[config.mk]
export PLATFORM = sky130hd
export DESIGN_NAME = mdisplay_scan
export DESIGN_NICKNAME = d
export VERILOG_FILES = /design/src/rtl/mdisplay_pkg.sv /design/src/rtl/seg7_decode.sv /design/src/rtl/mdisplay_scan.sv
export SDC_FILE = /design/constraint.sdc
export NUM_CORES = 1
export LEC_CHECK = 0
export CORE_MARGIN = 3
export CORE_UTILIZATION = 30
export DETAILED_ROUTE_END_ITERATION = 10
export PLACE_DENSITY = 0.55
export SYNTH_ARGS = -nofsm -noshare
export SYNTH_HDL_FRONTEND = slang
export SYNTH_SLANG_ARGS = --single-unit
[constraint.sdc]
create_clock -name iclk -period 3.1 [get_ports iclk]
set_input_delay 0.62 -clock iclk [delete_from_list [all_inputs] [get_ports iclk]]
set_output_delay 0.62 -clock iclk [all_outputs]
set_load 0.005 [all_outputs]
[src/rtl/mdisplay_pkg.sv]
// Shared constants for the multiplexed 7-segment display path: segment
// patterns (active-low {a..g}), scan state encoding and anode polarity helper.
package mdisplay_pkg;

   localparam logic [6:0] SEG_0     = 7'b0000001;
   localparam logic [6:0] SEG_1     = 7'b1001111;
   localparam logic [6:0] SEG_2     = 7'b0010010;
   localparam logic [6:0] SEG_3     = 7'b0000110;
   localparam logic [6:0] SEG_4     = 7'b1001100;
   localparam logic [6:0] SEG_5     = 7'b0100100;
   localparam logic [6:0] SEG_6     = 7'b0100000;
   localparam logic [6:0] SEG_7     = 7'b0001111;
   localparam logic [6:0] SEG_8     = 7'b0000000;
   localparam logic [6:0] SEG_9     = 7'b0001100;
   localparam logic [6:0] SEG_BLANK = 7'b1111111;

   localparam logic [0:0] ST_GAP  = 1'b0;
   localparam logic [0:0] ST_SHOW = 1'b1;

   // Physical level for an anode given whether it is logically selected.
   function automatic logic anode_level(input logic active, input logic active_low);
      return active_low ? ~active : active;
   endfunction

endpackage

[src/rtl/seg7_decode.sv]
// Combinational BCD to active-low 7-segment decoder with a blank override.
// Nibbles 10..15 decode to blank.
module seg7_decode
   import mdisplay_pkg::*;
(
   input  logic [3:0] i_bcd,
   input  logic       i_blank,
   output logic [6:0] o_seg
);

   always_comb begin
      o_seg = SEG_BLANK;
      if (!i_blank) begin
         case (i_bcd)
            4'd0:    o_seg = SEG_0;
            4'd1:    o_seg = SEG_1;
            4'd2:    o_seg = SEG_2;
            4'd3:    o_seg = SEG_3;
            4'd4:    o_seg = SEG_4;
            4'd5:    o_seg = SEG_5;
            4'd6:    o_seg = SEG_6;
            4'd7:    o_seg = SEG_7;
            4'd8:    o_seg = SEG_8;
            4'd9:    o_seg = SEG_9;
            default: o_seg = SEG_BLANK;
         endcase
      end
   end

endmodule

[src/rtl/mdisplay_scan.sv]
// Time-multiplexed multi-digit 7-segment scanner with shadow registers,
// an anti-ghosting blank gap per slot and optional leading-zero blanking.
module mdisplay_scan
   import mdisplay_pkg::*;
#(
   parameter int unsigned NUM_DIGITS       = 4,
   parameter int unsigned REFRESH_DIV      = 50000,
   parameter int unsigned GAP_CYCLES       = 500,
   parameter bit          ANODE_ACTIVE_LOW = 1'b1
) (
   input  logic                      iclk,
   input  logic                      iReset,
   input  logic                      iLoad,
   input  logic [4*NUM_DIGITS-1:0]   ivDigits,
   input  logic [NUM_DIGITS-1:0]     ivDots,
   input  logic                      iLzb,
   output logic [6:0]                ov7segmentos,
   output logic                      oDp,
   output logic [NUM_DIGITS-1:0]     ovAnodes,
   output logic                      oFrame
);

   localparam int unsigned CW = (REFRESH_DIV > 1) ? $clog2(REFRESH_DIV) : 1;
   localparam int unsigned IW = (NUM_DIGITS > 1) ? $clog2(NUM_DIGITS) : 1;
   localparam logic [CW-1:0] CNT_LAST = CW'(REFRESH_DIV - 1);
   localparam logic [CW-1:0] CNT_SHOW = CW'(GAP_CYCLES);
   localparam logic [IW-1:0] IDX_LAST = IW'(NUM_DIGITS - 1);

   logic [4*NUM_DIGITS-1:0] r_digits;
   logic [NUM_DIGITS-1:0]   r_dots;
   logic [CW-1:0]           r_cnt;
   logic [IW-1:0]           r_idx;
   logic [0:0]              r_state;
   logic [6:0]              r_seg;
   logic                    r_dp;
   logic [NUM_DIGITS-1:0]   r_anodes;
   logic                    r_frame;

   logic [3:0]              w_nib;
   logic                    w_dot;
   logic                    w_upper_nz;
   logic                    w_blank;
   logic [6:0]              w_seg;
   logic [NUM_DIGITS-1:0]   w_anodes_sel;
   logic [NUM_DIGITS-1:0]   w_anodes_off;
   logic [0:0]              w_state_d;

   // Select the current digit and check whether it or any more significant digit is non-zero.
   always_comb begin
      w_nib        = 4'd0;
      w_dot        = 1'b0;
      w_upper_nz   = 1'b0;
      w_anodes_sel = '0;
      w_anodes_off = '0;
      for (int j = 0; j < NUM_DIGITS; j++) begin
         if (IW'(j) == r_idx) begin
            w_nib = r_digits[4*j +: 4];
            w_dot = r_dots[j];
         end
         if ((IW'(j) >= r_idx) && (r_digits[4*j +: 4] != 4'd0)) begin
            w_upper_nz = 1'b1;
         end
         w_anodes_sel[j] = anode_level(IW'(j) == r_idx, ANODE_ACTIVE_LOW);
         w_anodes_off[j] = anode_level(1'b0, ANODE_ACTIVE_LOW);
      end
      w_blank = iLzb && (r_idx != '0) && !w_upper_nz;
   end

   seg7_decode u_decode (
      .i_bcd   (w_nib),
      .i_blank (w_blank),
      .o_seg   (w_seg)
   );

   // Outputs describe the slot position r_cnt held before the edge.
   always_comb begin
      w_state_d = r_state;
      case (r_state)
         ST_GAP:  if (r_cnt == CNT_SHOW) w_state_d = ST_SHOW;
         ST_SHOW: if (r_cnt == '0)       w_state_d = ST_GAP;
         default: w_state_d = ST_GAP;
      endcase
   end

   always_ff @(posedge iclk) begin
      if (iReset) begin
         r_digits <= '0;
         r_dots   <= '0;
         r_cnt    <= '0;
         r_idx    <= '0;
         r_state  <= ST_GAP;
         r_seg    <= SEG_BLANK;
         r_dp     <= 1'b1;
         r_anodes <= w_anodes_off;
         r_frame  <= 1'b0;
      end else begin
         if (iLoad) begin
            r_digits <= ivDigits;
            r_dots   <= ivDots;
         end
         if (r_cnt == CNT_LAST) begin
            r_cnt <= '0;
            r_idx <= (r_idx == IDX_LAST) ? '0 : r_idx + 1'b1;
         end else begin
            r_cnt <= r_cnt + 1'b1;
         end
         r_state <= w_state_d;
         r_frame <= (r_cnt == '0) && (r_idx == '0);
         if ((r_state == ST_GAP) && (w_state_d == ST_SHOW)) begin
            r_seg    <= w_seg;
            r_dp     <= ~w_dot;
            r_anodes <= w_anodes_sel;
         end else if (w_state_d == ST_GAP) begin
            r_seg    <= SEG_BLANK;
            r_dp     <= 1'b1;
            r_anodes <= w_anodes_off;
         end
      end
   end

   assign ov7segmentos = r_seg;
   assign oDp          = r_dp;
   assign ovAnodes     = r_anodes;
   assign oFrame       = r_frame;

endmodule

Yosys cells after proc, flatten, opt, wreduce, memory -nomap -nowiden
Memories as Yosys holds them, arrays and structs flattened.
Index checks and enable logic that the tools add are counted.
{"block": "op_classes", "div_mod_pow": 0, "multipliers": 0, "n_lt_le_gt_ge": 4, "reduce_logical": 17, "muxes": 23, "addsub": 2, "bitwise_logic": 6, "n_eq_ne": 7, "shift": 0}
{"cell": "4-bit 2-to-1 mux", "count": 6}
{"cell": "7-bit 2-to-1 mux", "count": 3}
{"cell": "16-bit by 1-bit adder with 16-bit output (second input constant)", "count": 1}
{"cell": "16-bit == test (second input constant)", "count": 1}
{"cell": "16-bit by 9-bit == test with 1-bit output (second input constant)", "count": 1}
{"cell": "16-bit logical NOT", "count": 1}
{"cell": "4-bit nonzero test", "count": 4}
{"cell": "1-bit 2-to-1 mux", "count": 12}
{"cell": "1-bit logical AND", "count": 8}
{"cell": "1-bit NOT", "count": 6}
{"cell": "2-bit == test (first input constant)", "count": 2}
{"cell": "1-bit by 2-bit >= comparator with 1-bit output (first input constant)", "count": 2}
{"cell": "2-bit >= comparator (first input constant)", "count": 2}
{"cell": "2-bit by 1-bit adder with 2-bit output (second input constant)", "count": 1}
{"cell": "1-bit by 2-bit == test with 1-bit output (first input constant)", "count": 1}
{"cell": "2-bit == test (second input constant)", "count": 1}
{"cell": "2-bit logical NOT", "count": 1}
{"cell": "2-bit 2-to-1 mux", "count": 1}
{"cell": "2-bit by 1-bit != test with 1-bit output (second input constant)", "count": 1}
{"cell": "1-bit case mux with 2 select lines", "count": 1}
{"cell": "2-bit nonzero test", "count": 1}
{"cell": "2-bit OR reduction", "count": 1}
{"cell": "1-bit logical NOT", "count": 1}
{"block": "totals", "inputBits": 24, "latchBits": 0, "mem_count": 1, "rom_bits": 112, "reg_bits": 52, "mem_bits_rw": 0}
{"memory": "(no name shown)", "words": 16, "word_bits": 7, "read_ports": 1, "rd_ports_with_merged_regs": 0, "write_ports": 0, "line": "seg7_decode.sv:14", "source": "case (i_bcd)"}

Logic depth before layout (Yosys ltp)
Gate-level depths: netlist of run 1.
{"block": "depth", "depth_word": 10, "mapped_depth": 11, "mapped_depth_nobuf": 10}

Modules after synthesis
Synthesis of run 1 repeated with hierarchy kept, for this count alone.
{"block": "hier_totals", "cells_unflattened": 294, "hier_area_um2": 2602.5}
{"mod": "mdisplay_scan", "instances": 1, "cells_each": 258, "area_each_um2": 2366.0, "seq_area_each_um2": 1041.0}
{"mod": "seg7_decode", "instances": 1, "cells_each": 36, "area_each_um2": 236.5, "seq_area_each_um2": 0.0}

Least setup slack after synthesis of run 1
No wires, ideal clock.
{"block": "synth_timing", "kind": "register to register", "start": "register r_idx[1]", "end": "register r_seg[3], in the netlist ov7segmentos[3]", "path_stages_with_launch": 11, "synth_period_minus_slack_ps": 2442, "arrival_time_ps": 2306, "slack_ps": 658, "path_buffers": 1, "setup_time_ps": 136, "cell_sequence": "dfxtp_1 -> inv_1 -> ha_1 -> clkbuf_1 -> a211o_1 -> o221ai_1 -> inv_1 -> ha_1 -> mux2_2 -> nand3_1 -> o2111ai_1"}
{"block": "synth_between", "elab_chain_cells": 10}
{"element": "start: declaration", "line": "mdisplay_scan.sv:32", "source": "logic [IW-1:0] r_idx;"}
{"element": "start signal: assignment", "line": "mdisplay_scan.sv:103", "source": "r_idx <= (r_idx == IDX_LAST) ? '0 : r_idx + 1'b1;"}
{"element": "parallel branches: the longest is 8 deep, another holds memory read 16 x 7 bit"}
{"element": "7-bit 2-to-1 mux *", "line": "seg7_decode.sv:13", "source": "if (!i_blank) begin"}
{"element": "7-bit 2-to-1 mux *", "line": "mdisplay_scan.sv:109", "source": "if ((r_state == ST_GAP) && (w_state_d == ST_SHOW)) begin"}
{"element": "end signal: assignment", "line": "mdisplay_scan.sv:110", "source": "r_seg <= w_seg;"}
{"element": "end: declaration", "line": "mdisplay_scan.sv:34", "source": "logic [6:0] r_seg;"}
Every way passes the cells marked *.
A chain may end at the register's enable or synchronous reset.

Worst setup path after layout of run 1
{"block": "layout_timing", "start": "register r_idx[0]", "end": "register r_seg[3], in the netlist ov7segmentos[3]"}
Same word-level chain as after synthesis.

==> results.json, run 1 <==
{
  "drc_errors": 0,
  "layout_common_cells": "dfxtp_1 (52), nor2_1 (48), clkdlybuf4s50_1 (36), mux2i_1 (25), inv_1 (14)",
  "clk_pin_slew_ns": 0.09,
  "synth_top_flop_cell": "dfxtp_1",
  "cp.arrival_ns": 2.80,
  "ir_drop_mv": 0.1629,
  "rsz0062_at_grt": "no",
  "wirelength_mm": 5.377,
  "h-tree-depth": 2,
  "worstMarginPinSlew_ns": 0.6398,
  "relSlewSlack_pct": 56.95,
  "worstHoldPathCells": 1,
  "period_share_pct": 84.68,
  "post_drt_via_cell_ratio": 4.677,
  "postSynthCellCount": 274,
  "nFillCells": 789,
  "grt_busiest_layer": "met2",
  "vias": 1913,
  "cts-resized-gates": 0,
  "setup_viol": 0,
  "dpl.cell_count": 402,
  "drt_iter0_markers": 48,
  "clk_path_buf_depth": 2,
  "hpwlAfterDp_mm": 4.116,
  "clk_latency_ns": 0.30,
  "layout_min_cycle_time_ns": 2.625,
  "wl_per_cell_um": 13.15,
  "fin_ws_ns": 0.4750,
  "cts_buffers": 5,
  "grt_antenna_before_repair": 0,
  "grt_max_degree": 21,
  "rrSetupSlack_ns": 0.47,
  "synth-edff-count": 0,
  "place_congestion": 0.8012,
  "final_common_cell": "dfxtp_1",
  "cts_hold_repair.buffers": 0,
  "firstDrtPassIters": 4,
  "synth_cell_type_count": 44,
  "cts.root.buffer_cell": "clkbuf_8",
  "seq_area_frac_synth_pct": 41.50,
  "leakage_nw": 1.251,
  "worstHoldStart": "r_cnt[0]$_SDFF_PP0_",
  "r2r_end": "ov7segmentos[3]$_SDFFE_PP1P_",
  "grt_pass1_vias": 1843,
  "critPathMaxFanout": 10,
  "status": "complete, no violations",
  "stdcell_count": 409,
  "drv_slew": 0,
  "grt_usage_pct": 11.55,
  "grtUsageMet1_pct": 15.55,
  "post_cts_buffers": 0,
  "grt_pass1_wl_mm": 9.142,
  "diodes": 0,
  "syn2layout_area_growth_pct": 21.70,
  "syn_avg_cell_area_um2": 9.156,
  "postRouteAntennaNets": 0,
  "yosysWarnings": 0,
  "initial_core_util_pct": 31.64,
  "cts_num_sinks": 52,
  "syn-num-nets": 311,
  "startpoint_type": "flop",
  "timing.rr.start": "r_idx[0]$_SDFFE_PP0P_",
  "setup.worst_path.end_class": "flop",
  "layout.nets": 344,
  "grt_overflow": 0,
  "tns_ns": 0,
  "min_to": "r_cnt[0]$_SDFF_PP0_",
  "hold_viol": 0,
  "io_buffers": 36,
  "num_rows": 32,
  "preCtsSetupSlack_ns": 0.4849,
  "layout-drive-gt1-share_pct": 6.515,
  "die_w_um": 97.45,
  "placedInstanceArea_mm2": 0.002957,
  "finClkSkew_ns": 0.01325,
  "hold_path_class": "reg -> reg",
  "ios": 37,
  "coreArea_mm2": 0.007928,
  "netlist_area_mm2": 0.002509,
  "path_class": "reg -> reg",
  "fp.dieH_um": 97.45,
  "grt_use_met3_pct": 2.656,
  "die_area_mm2": 0.009496,
  "max_freq_mhz": 381.0,
  "final_area_mm2": 0.003053,
  "synthArstFlopShare_pct": 0,
  "critPathRequiredTime_ns": 3.28,
  "power.density_mw_per_mm2": 405.9,
  "r2r_cells": 9,
  "maxCapViolCount": 0,
  "met2_usage_pct": 18.71,
  "ys_seq_elements": 52,
  "cts_tree": "done"
}
-- stage by stage --
step / power (mW) / hold WS (ns) / utilization, %
final: 1.239 / 0.5050 / 38.51
after CTS: 1.260 / 0.5145 / 38.51
after global placement: 0.8495 / 0.4664 / 37.29
after detailed placement: 0.8505 / 0.4931 / 37.29
after floorplan: 0.7946 / 0.4415 / -
after global routing: 1.292 / 0.5297 / 38.51
-- registers in the layout (all words and copies together), names as in the netlist --
register	count
r_dots	4
ovAnodes	4
r_idx	2
r_digits	16
oDp	1
ov7segmentos	7
r_state	1
r_cnt	16
oFrame	1
-- critical path, stage by stage (launching register included) --
cell and delay (ns):
dfxtp_1 0.42, inv_1 0.10, ha_1 0.31, a211o_1 0.31
o221ai_1 0.44, inv_1 0.17, ha_1 0.32, mux2_2 0.26
nand3_1 0.08, o2111ai_1 0.11
-- logic make-up after synthesis --
logic type | count (synthesis) | share of synthesized area [%]
buffers and inverters | 26 | 4.289
DFF | 52 | 41.50
xor gates and xnor gates | 14 | 4.888
muxes | 27 | 10.87
adders and majority gates | 13 | 6.484
and+or+nand+nor | 110 | 22.59
AOI/OAI and AO/OA | 32 | 9.377
-- synth_stat cells (all sizes together), types with 4 or more instances --
master	instances	area share (%)
nand3	10	2.0
nor2b	4	1.0
nor2	48	7.2
nand3b	7	2.1
inv	14	2.1
mux2i	25	10
a211oi	4	1.2
xor2	8	2.8
nand2	9	1.3
ha	13	6.5
o21ai	9	2.2
a21oi	5	1.1
dfxtp	52	41
nor4	5	1.2
a211o	4	1.4
clkbuf	10	1.5
xnor2	6	2.1
and3	4	1.0
-- power by group --
group	leakage, nW	internal, mW	total, mW	switching [mW]
Clock	0.0503	0.199	0.406	0.207
Combinational	0.776	0.0698	0.129	0.0588
Sequential	0.424	0.688	0.705	0.0169
Total	1.25	0.957	1.24	0.282
-- worst max-delay path by stage --
stage / start / endpoint / slack, ns / cells past startpoint
2_1_floorplan: r_idx[1]$_SDFFE_PP0P_ / ov7segmentos[3]$_SDFFE_PP1P_ / 0.66 / 10
3_3_place_gp: r_idx[1]$_SDFFE_PP0P_ / ov7segmentos[3]$_SDFFE_PP1P_ / 0.56 / 9
3_5_place_dp: r_idx[0]$_SDFFE_PP0P_ / ov7segmentos[3]$_SDFFE_PP1P_ / 0.48 / 9
4_1_cts: r_idx[0]$_SDFFE_PP0P_ / ov7segmentos[3]$_SDFFE_PP1P_ / 0.46 / 9
5_1_grt: r_idx[0]$_SDFFE_PP0P_ / ov7segmentos[3]$_SDFFE_PP1P_ / 0.19 / 9
6_report: r_idx[0]$_SDFFE_PP0P_ / ov7segmentos[3]$_SDFFE_PP1P_ / 0.47 / 9
-- per-layer routing --
metal,routed length (um),vias to the layer above
met5,0,-
met4,50,0
met3,159,5
met2,2410,24
met1,2757,872
li1,-,1012
-- area by class of cell --
type / count / area (um2) / share of cell area (%)
Tap cell: 102 / 127.6 / 4.180
Clock buffer: 7 / 96.34 / 3.156
Timing Repair Buffer: 38 / 375.4 / 12.30
Inverter: 14 / 52.55 / 1.721
Multi-Input combinational cell: 196 / 1360 / 44.55
Sequential cell: 52 / 1041 / 34.10
No activity file was read; power rests on OpenSTA's default activity.
==> run 2, diff against run 1 <==
Clock period 3.1 ns to 2.6 ns, I/O delays scaled along.
==> results.json, run 2 (synthesis gave the netlist of run 1 again) <==
{
  "status": "complete, no violations",
  "critPathMaxFanout": 10,
  "syn2layout_area_growth_pct": 23.64,
  "grt_max_degree": 23,
  "num_rows": 32,
  "final_area_mm2": 0.003102,
  "h-tree-depth": 2,
  "setup.worst_path.end_class": "flop",
  "fin_ws_ns": 0.2026,
  "cts_buffers": 5,
  "wirelength_mm": 5.326,
  "drc_errors": 0,
  "drt_iter0_markers": 61,
  "layout_min_cycle_time_ns": 2.397,
  "layout-drive-gt1-share_pct": 8.013,
  "clk_pin_slew_ns": 0.10,
  "grt_pass1_vias": 1951,
  "finClkSkew_ns": 0.006095,
  "grt_pass1_wl_mm": 9.259,
  "hold_path_class": "reg -> reg",
  "period_share_pct": 92.21,
  "startpoint_type": "flop",
  "postRouteAntennaNets": 0,
  "min_to": "r_cnt[0]$_SDFF_PP0_",
  "hpwlAfterDp_mm": 4.051,
  "io_buffers": 36,
  "timing.rr.start": "r_idx[0]$_SDFFE_PP0P_",
  "power.density_mw_per_mm2": 505.4,
  "rrSetupSlack_ns": 0.20,
  "cts-resized-gates": 0,
  "initial_core_util_pct": 31.64,
  "diodes": 0,
  "grt_antenna_before_repair": 0,
  "max_freq_mhz": 417.1,
  "vias": 1971,
  "critPathRequiredTime_ns": 2.78,
  "layout_common_cells": "dfxtp_1 (52), nor2_1 (48), clkdlybuf4s50_1 (36), mux2i_1 (25), inv_1 (14)",
  "grt_overflow": 0,
  "worstHoldStart": "r_cnt[0]$_SDFF_PP0_",
  "firstDrtPassIters": 4,
  "place_congestion": 0.7594,
  "post_cts_buffers": 0,
  "placedInstanceArea_mm2": 0.002979,
  "wl_per_cell_um": 12.86,
  "nFillCells": 808,
  "clk_latency_ns": 0.31,
  "cts_hold_repair.buffers": 0,
  "drv_slew": 0,
  "hold_viol": 0,
  "preCtsSetupSlack_ns": 0.1914,
  "r2r_end": "ov7segmentos[3]$_SDFFE_PP1P_",
  "cp.arrival_ns": 2.58,
  "leakage_nw": 1.273,
  "path_class": "reg -> reg",
  "die_w_um": 97.45,
  "worstHoldPathCells": 1,
  "ios": 37,
  "die_area_mm2": 0.009496,
  "ir_drop_mv": 0.2287,
  "post_drt_via_cell_ratio": 4.761,
  "setup_viol": 0,
  "cts.root.buffer_cell": "clkbuf_8",
  "rsz0062_at_grt": "no",
  "relSlewSlack_pct": 62.51,
  "tns_ns": 0,
  "grt_usage_pct": 11.63,
  "layout.nets": 348,
  "clk_path_buf_depth": 2,
  "worstMarginPinSlew_ns": 0.5580,
  "coreArea_mm2": 0.007928,
  "r2r_cells": 9,
  "final_common_cell": "dfxtp_1",
  "cts_tree": "done",
  "maxCapViolCount": 0,
  "fp.dieH_um": 97.45,
  "cts_num_sinks": 52
}
-- run 2: worst max path at each step --
| stage | start | endpoint | slack, ns | cells after the start |
|---|---|---|---|---|
| after detailed placement | r_idx[1]$_SDFFE_PP0P_ | ov7segmentos[6]$_SDFFE_PP1P_ | 0.19 | 9 |
| after CTS | r_idx[1]$_SDFFE_PP0P_ | ov7segmentos[6]$_SDFFE_PP1P_ | 0.19 | 9 |
| after global routing | r_idx[0]$_SDFFE_PP0P_ | ov7segmentos[3]$_SDFFE_PP1P_ | 0.02 | 9 |
| after floorplan | r_idx[1]$_SDFFE_PP0P_ | ov7segmentos[3]$_SDFFE_PP1P_ | 0.16 | 10 |
| final | r_idx[0]$_SDFFE_PP0P_ | ov7segmentos[3]$_SDFFE_PP1P_ | 0.20 | 9 |
| after global placement | r_idx[0]$_SDFFE_PP0P_ | ov7segmentos[3]$_SDFFE_PP1P_ | 0.30 | 9 |
-- run 2: layer usage --
| metal | part of all wire (%) | global-route usage, % |
|---|---|---|
| met1 | 50 | 15.38 |
| met5 | 0 | 0 |
| met3 | 4.3 | 2.728 |
| met4 | 0.86 | 3.195 |
| met2 | 45 | 18.98 |
-- run 2: cell type report --
cell class                 count  area, um2  share of cell area (%)
clock buffer                   5      68.82                   2.219
clock inverter                 3      46.29                   1.493
inverter                      14      52.55                   1.694
multi-input combinational    196       1360                   43.85
sequential                    52       1041                   33.56
tap                          102      127.6                   4.115
timing repair buffer          42      405.4                   13.07
-- run 2: through the flow --
step / power (mW) / util, % / hold slack, ns / std cells
6_report: 1.568 / 39.13 / 0.4919 / 414
5_1_grt: 1.634 / 39.13 / 0.5228 / 414
4_1_cts: 1.589 / 39.03 / 0.4982 / 413
3_5_place_dp: 1.015 / 37.58 / 0.4724 / 405
3_3_place_gp: 1.013 / 37.58 / 0.4643 / 405
2_1_floorplan: 0.9474 / - / 0.4415 / 274
-- run 2: worst max-delay path: stages (launching register included) --
cell and delay, ns:
dfxtp_1 0.36, inv_1 0.11, ha_1 0.36, or3b_2 0.48, o221ai_1 0.10, inv_1 0.12
ha_1 0.30, mux2_2 0.26, nand3_1 0.08, o2111ai_1 0.11
-- run 2: where the power goes --
| group | switching [mW] | internal [mW] | total (mW) |
|---|---|---|---|
| registers | 0.0196 | 0.820 | 0.840 |
| clock network | 0.283 | 0.290 | 0.573 |
| logic | 0.0697 | 0.0853 | 0.155 |
| total | 0.372 | 1.20 | 1.57 |
